--- src/rtl/reservation_station.sv ---
// Reservation station: 8-entry issue buffer between the decoder and a single ALU.
// Entries are dispatched into the lowest free slot and woken by CDB broadcasts.
// Each cycle, the lowest-index entry with both operands resolved is issued to
// registered ALU outputs.
//
// Ports:
//   clk_i, rst_i (async, active-high), rdy_i (global enable), clr_i (flush)
//   dsp_*_i       dispatch request from the decoder
//   rs_full_o     no free entry (combinational from current state)
//   cdb_*_i       result broadcast bus
//   alu_*_o       registered issue to the ALU, valid for one cycle when alu_sgn_o=1
//
// Optional feature: define RS_CDB_BYPASS_EN to capture a same-cycle CDB result
// into a dispatched operand that is not yet ready.
module reservation_station (
    input  logic        clk_i,
    input  logic        rst_i,
    input  logic        rdy_i,
    input  logic        clr_i,
    input  logic        dsp_sgn_i,
    input  logic [5:0]  dsp_opcode_i,
    input  logic [31:0] dsp_vj_i,
    input  logic [31:0] dsp_vk_i,
    input  logic [3:0]  dsp_qj_i,
    input  logic [3:0]  dsp_qk_i,
    input  logic        dsp_vj_rdy_i,
    input  logic        dsp_vk_rdy_i,
    input  logic [31:0] dsp_imm_i,
    input  logic [31:0] dsp_pc_i,
    input  logic [3:0]  dsp_rob_entry_i,
    output logic        rs_full_o,
    input  logic        cdb_sgn_i,
    input  logic [3:0]  cdb_rob_name_i,
    input  logic [31:0] cdb_result_i,
    output logic        alu_sgn_o,
    output logic [5:0]  alu_opcode_o,
    output logic [31:0] alu_lhs_o,
    output logic [31:0] alu_rhs_o,
    output logic [31:0] alu_imm_o,
    output logic [31:0] alu_pc_o,
    output logic [3:0]  alu_rob_entry_o
);
    localparam int unsigned Entries = 8;

    logic [Entries-1:0] busy_q, busy_d, vj_rdy_q, vj_rdy_d, vk_rdy_q, vk_rdy_d;
    logic [5:0]         op_q  [Entries];
    logic [5:0]         op_d  [Entries];
    logic [31:0]        vj_q  [Entries];
    logic [31:0]        vj_d  [Entries];
    logic [31:0]        vk_q  [Entries];
    logic [31:0]        vk_d  [Entries];
    logic [3:0]         qj_q  [Entries];
    logic [3:0]         qj_d  [Entries];
    logic [3:0]         qk_q  [Entries];
    logic [3:0]         qk_d  [Entries];
    logic [31:0]        imm_q [Entries];
    logic [31:0]        imm_d [Entries];
    logic [31:0]        pc_q  [Entries];
    logic [31:0]        pc_d  [Entries];
    logic [3:0]         rob_q [Entries];
    logic [3:0]         rob_d [Entries];

    logic        alu_sgn_q, alu_sgn_d;
    logic [5:0]  alu_op_q, alu_op_d;
    logic [31:0] alu_lhs_q, alu_lhs_d, alu_rhs_q, alu_rhs_d;
    logic [31:0] alu_imm_q, alu_imm_d, alu_pc_q, alu_pc_d;
    logic [3:0]  alu_rob_q, alu_rob_d;

    logic [2:0]  free_idx, sel_idx;
    logic        sel_vld;
    logic [31:0] new_vj, new_vk;
    logic        new_vj_rdy, new_vk_rdy;

    assign rs_full_o = &busy_q;

    // Lowest-index free slot and lowest-index ready entry (descending loop, last hit wins).
    always_comb begin
        free_idx = '0;
        sel_idx  = '0;
        sel_vld  = 1'b0;
        for (int i = Entries - 1; i >= 0; i--) begin
            if (!busy_q[i]) free_idx = 3'(i);
            if (busy_q[i] && vj_rdy_q[i] && vk_rdy_q[i]) begin
                sel_idx = 3'(i);
                sel_vld = 1'b1;
            end
        end
    end

    // Dispatched operand values, optionally forwarded from the same-cycle CDB.
    always_comb begin
        new_vj     = dsp_vj_i;
        new_vk     = dsp_vk_i;
        new_vj_rdy = dsp_vj_rdy_i;
        new_vk_rdy = dsp_vk_rdy_i;
`ifdef RS_CDB_BYPASS_EN
        if (cdb_sgn_i && !dsp_vj_rdy_i && dsp_qj_i == cdb_rob_name_i) begin
            new_vj     = cdb_result_i;
            new_vj_rdy = 1'b1;
        end
        if (cdb_sgn_i && !dsp_vk_rdy_i && dsp_qk_i == cdb_rob_name_i) begin
            new_vk     = cdb_result_i;
            new_vk_rdy = 1'b1;
        end
`endif
    end

    always_comb begin
        busy_d   = busy_q;
        vj_rdy_d = vj_rdy_q;
        vk_rdy_d = vk_rdy_q;
        op_d     = op_q;
        vj_d     = vj_q;
        vk_d     = vk_q;
        qj_d     = qj_q;
        qk_d     = qk_q;
        imm_d    = imm_q;
        pc_d     = pc_q;
        rob_d    = rob_q;
        alu_sgn_d = 1'b0;
        alu_op_d  = alu_op_q;
        alu_lhs_d = alu_lhs_q;
        alu_rhs_d = alu_rhs_q;
        alu_imm_d = alu_imm_q;
        alu_pc_d  = alu_pc_q;
        alu_rob_d = alu_rob_q;

        if (cdb_sgn_i) begin
            for (int i = 0; i < Entries; i++) begin
                if (busy_q[i] && !vj_rdy_q[i] && qj_q[i] == cdb_rob_name_i) begin
                    vj_d[i]     = cdb_result_i;
                    vj_rdy_d[i] = 1'b1;
                end
                if (busy_q[i] && !vk_rdy_q[i] && qk_q[i] == cdb_rob_name_i) begin
                    vk_d[i]     = cdb_result_i;
                    vk_rdy_d[i] = 1'b1;
                end
            end
        end

        if (sel_vld) begin
            alu_sgn_d       = 1'b1;
            alu_op_d        = op_q[sel_idx];
            alu_lhs_d       = vj_q[sel_idx];
            alu_rhs_d       = vk_q[sel_idx];
            alu_imm_d       = imm_q[sel_idx];
            alu_pc_d        = pc_q[sel_idx];
            alu_rob_d       = rob_q[sel_idx];
            busy_d[sel_idx] = 1'b0;
        end

        // free_idx is a non-busy slot, so it never collides with the issuing entry.
        if (dsp_sgn_i && !rs_full_o) begin
            busy_d[free_idx]   = 1'b1;
            op_d[free_idx]     = dsp_opcode_i;
            vj_d[free_idx]     = new_vj;
            vk_d[free_idx]     = new_vk;
            vj_rdy_d[free_idx] = new_vj_rdy;
            vk_rdy_d[free_idx] = new_vk_rdy;
            qj_d[free_idx]     = dsp_qj_i;
            qk_d[free_idx]     = dsp_qk_i;
            imm_d[free_idx]    = dsp_imm_i;
            pc_d[free_idx]     = dsp_pc_i;
            rob_d[free_idx]    = dsp_rob_entry_i;
        end

        if (clr_i) begin
            busy_d    = '0;
            alu_sgn_d = 1'b0;
        end
    end

    always_ff @(posedge clk_i or posedge rst_i) begin
        if (rst_i) begin
            busy_q    <= '0;
            vj_rdy_q  <= '0;
            vk_rdy_q  <= '0;
            for (int i = 0; i < Entries; i++) begin
                op_q[i]  <= '0;
                vj_q[i]  <= '0;
                vk_q[i]  <= '0;
                qj_q[i]  <= '0;
                qk_q[i]  <= '0;
                imm_q[i] <= '0;
                pc_q[i]  <= '0;
                rob_q[i] <= '0;
            end
            alu_sgn_q <= 1'b0;
            alu_op_q  <= '0;
            alu_lhs_q <= '0;
            alu_rhs_q <= '0;
            alu_imm_q <= '0;
            alu_pc_q  <= '0;
            alu_rob_q <= '0;
        end else if (rdy_i) begin
            busy_q    <= busy_d;
            vj_rdy_q  <= vj_rdy_d;
            vk_rdy_q  <= vk_rdy_d;
            op_q      <= op_d;
            vj_q      <= vj_d;
            vk_q      <= vk_d;
            qj_q      <= qj_d;
            qk_q      <= qk_d;
            imm_q     <= imm_d;
            pc_q      <= pc_d;
            rob_q     <= rob_d;
            alu_sgn_q <= alu_sgn_d;
            alu_op_q  <= alu_op_d;
            alu_lhs_q <= alu_lhs_d;
            alu_rhs_q <= alu_rhs_d;
            alu_imm_q <= alu_imm_d;
            alu_pc_q  <= alu_pc_d;
            alu_rob_q <= alu_rob_d;
        end
    end

    assign alu_sgn_o       = alu_sgn_q;
    assign alu_opcode_o    = alu_op_q;
    assign alu_lhs_o       = alu_lhs_q;
    assign alu_rhs_o       = alu_rhs_q;
    assign alu_imm_o       = alu_imm_q;
    assign alu_pc_o        = alu_pc_q;
    assign alu_rob_entry_o = alu_rob_q;

endmodule

--- config.mk ---
export PLATFORM = sky130hd
export DESIGN_NAME = reservation_station
export DESIGN_NICKNAME = d
export VERILOG_FILES = /design/src/rtl/reservation_station.sv
export SDC_FILE = /design/constraint.sdc
export NUM_CORES = 2
export LEC_CHECK = 0
export ABC_AREA = 1
export BUFFER_PORTS_ARGS = -buffer_cell sky130_fd_sc_hd__buf_4
export CORE_MARGIN = 2
export CORE_UTILIZATION = 45
export CTS_BUF_LIST = sky130_fd_sc_hd__clkbuf_8
export CTS_CLUSTER_DIAMETER = 100
export DETAILED_ROUTE_END_ITERATION = 6
export HOLD_SLACK_MARGIN = 0.15
export PLACE_DENSITY = 0.69
export REMOVE_ABC_BUFFERS = 1
export SLEW_MARGIN = 25
export SYNTH_ARGS = -nofsm -noshare
export SYNTH_HDL_FRONTEND = slang
export SYNTH_SLANG_ARGS = --single-unit
--- constraint.sdc ---
create_clock -name clk_i -period 92.7 [get_ports clk_i]
set_input_delay 18.54 -clock clk_i [delete_from_list [all_inputs] [get_ports clk_i]]
set_output_delay 18.54 -clock clk_i [all_outputs]
set_load 0.005 [all_outputs]
==> results.ini <==
[final_layout]
final_cell_mix=nand2_1 (3027), dfrtp_1 (1331), o21ai_0 (994), o211ai_1 (714), inv_1 (684)
final_net_count=8758
final_cells=10800
mostFrequentLayoutCell=nand2_1
syn_to_final_growth_pct=10.9
fillCellCount=14200
final_layout_size_suffix_gt1_share_pct=8.80

[global_routing]
grt_pass1_wl_um=355000
grt_max_degree=175
gr-total-overflow=0
grt_use_total_pct=29.7
antenna_found_initial=26
grt_pass1_vias=59800

[synthesis]
synth_xor_xnor_area_share_pct=0.428
syn_avg_cell_area_sq_um=7.82
ys_warn_count=0
synthAdderAreaFrac_pct=0
netlist_instances=8633
synth_seq_cells=1331
muxShareOfSynthArea_pct=0
netlist-cell-type-count=41
synth_compound_area_share_pct=19.7
synth_top_family_by_area=simple AND/OR/NAND/NOR gates
ys_seq_area_share_pct=49.3
synthSimpleGateAreaFrac_pct=22.5
syn_area_sq_um=67600

[timing]
setup_tns_ps=0
rsz0062_at_grt=false
max_slew_margin_pct=20.9
worst_hold_slack_ps=478
fin_crit_ps=22300
max_freq_mhz=44.8
setup_violations=0
period_share_pct=24.1
clock_skew_ps=46.6
tightest_slew_ps=1190
hold_viol=0
maxSlewViolCount=0
fin_ws_ps=70400

[floorplanning]
initial_core_util_pct=45.2
ios=330
die_height_um=391
die_x_um=391
num_rows=142
dieArea_sq_um=153000
coreArea_sq_um=149000

[clock_network]
post_cts_buffers=0
ctsHoldBuffers=0
insertion_delay_ps=1000
numCtsBuffers=219
clockRootBuffer=clkbuf_8
clockBufferDepth=3
cts_max_level=4
cts_sinks=1331
cts_tree=done
path_clk_slew_ps=60
ctsResizeCount=0

[power]
pwr_density_cell_nw_per_um2=20.6
p_int_mw=1.07
power_frac_clock_pct=33.1
ir_drop_uv=15.1
p_sw_share_pct=31.0
seqPwrFrac_pct=48.1
switchingPower_mw=0.479
leakage_nw=35.8
p_total_mw=1.55
pwr-share-comb_pct=18.8

[place]
dp_cells=10400
io_buffers=329
pre_cts_slack_ps=68700
place_hpwl_um=122000
gp_congestion=0.852

[min_path]
hold_path.class=reg2reg

[setup_path]
critical_path.top_delay_family=buffers and inverters
crit_chain=buf_4 -> inv_8 -> buf_4 -> buf_4 -> buf_4 -> buf_6 -> buf_4
critPathArrivalTime_ps=23290
path_class=in2async
end_kind=asynchronous set/reset pin
crit_required_ps=93690
worstSetupStartpointType=primary input
critPathBufInv=7
slowest_stage=buf_4
path_max_fanout=121
cp_slowest_stage_delay_ps=840
crit_top_cell=buf_4

[drt]
vias=63000
via_per_inst=5.86
drc=0
drtIter0Drc=7206
wirelength_um=231000
wl_per_cell_um=21.4
dr.pass1.iters=6
drtAntennaViolNets=0

[status]
status=complete, no violations

[job]
cap_viol_max_count=0

[through the flow]
step | util [%] | instance area, sq um
2_1_floorplan | - | 64400
3_3_place_gp | 47.1 | 70400
3_5_place_dp | 47.1 | 70400
4_1_cts | 50.0 | 74600
5_1_grt | 50.1 | 74900
6_report | 50.1 | 74900
[state kept, by name (all words and copies together) (netlist names)]
signal	cells
alu_rob_entry_o	4
alu_opcode_o	6
rob_q	32
qk_q	32
busy_q	8
alu_rhs_o	32
vk_q	256
vj_q	256
imm_q	256
pc_q	256
alu_imm_o	32
vk_rdy_q	8
qj_q	32
alu_lhs_o	32
alu_sgn_o	1
alu_pc_o	32
vj_rdy_q	8
op_q	48
[per-layer routing]
layer / global-route usage [%] / part of all wire [%] / wire [um]
met1: 39.4 / 40 / 91600
met2: 46.9 / 46 / 105000
met3: 7.52 / 11 / 26100
met4: 11.0 / 3.3 / 7680
met5: 0 / 0.10 / 234
[worst min-delay path, stage by stage, from the launching register on]
cell and delay, ps:
dfrtp_1 340, nand2_1 50, nand2_1 60
[logic make-up after synthesis]
| logic type | after synthesis |
|---|---|
| simple gates | 3747 |
| buf+inv | 1327 |
| compound gates | 2195 |
| xor+xnor | 33 |
| flops | 1331 |
[power groups by stage]
| stage | sequential (mW) | clock, mW | combinational [mW] |
|---|---|---|---|
| floorplan | 0.740 | 0 | 0.172 |
| global placement | 0.746 | 0 | 0.280 |
| detailed placement | 0.749 | 0 | 0.290 |
| CTS | 0.740 | 0.519 | 0.291 |
| global route | 0.753 | 0.545 | 0.331 |
| finish | 0.743 | 0.512 | 0.290 |
[worst paths after layout]
kind / start / to / slack, ps / depth (start not counted)
worst min-delay path: alu_imm_o[18] / alu_imm_o[18] / 480 / 2
max in group clk_i: dsp_sgn_i / pc_q[121] / 70880 / 10
min in group asynchronous: rst_i / alu_imm_o[30] / 17760 / 2
worst max register to register: busy_q[0] / pc_q[121] / 87560 / 12
worst min register to register: alu_imm_o[18] / alu_imm_o[18] / 480 / 2
worst max-delay path: rst_i / pc_q[230] / 70400 / 7
[cells in the mapped netlist]
cell type  instances  area share [%]
o211ai_1         714             7.9
o21ai_1          121            0.90
nand3b_1          29            0.32
nor4_1            15            0.14
nor3_2             1           0.015
dfrtp_1         1331              49
nand3_1          500             3.7
buf_2            222             1.6
nor4b_1            1           0.013
clkbuf_1         354             2.0
inv_1            596             3.3
nor3_1             5           0.037
nand4_1           72            0.67
nand2_1         3033              17
xnor2_1           17            0.22
nor2_2             4           0.037
o221ai_1           1           0.013
buf_6              9            0.15
clkbuf_2           1          0.0074
inv_2             15           0.083
nor2_4             3           0.050
buf_4             42            0.47
nor2_8             1           0.030
a21oi_1          200             1.5
o22a_1             2           0.026
nor3b_1            3           0.033
xor2_1            16            0.21
clkinv_1          10           0.056
o2111ai_1         60            0.78
nand2_2            5           0.046
nand3_4            1           0.026
a21o_1             1           0.011
o22ai_1           33            0.31
a211oi_1           7           0.078
nand2_4            2           0.033
buf_1             78            0.43
nand3_2            3           0.044
o21ai_0          994             7.4
nor3_4             1           0.024
a22o_1            62            0.80
nor2_1            68            0.38
[layout make-up]
cell class	count	area [sq um]	share of cell area, %
repair buffers	420	3350	4.47
diodes	12	30.0	0.0401
clock buffers	260	3580	4.78
multi-input cells	5975	29100	38.8
well taps	2016	2520	3.37
clock inverters	118	671	0.896
flip-flops and latches	1331	33300	44.5
inverters	621	2380	3.17
(Power assumes the default switching activity.)
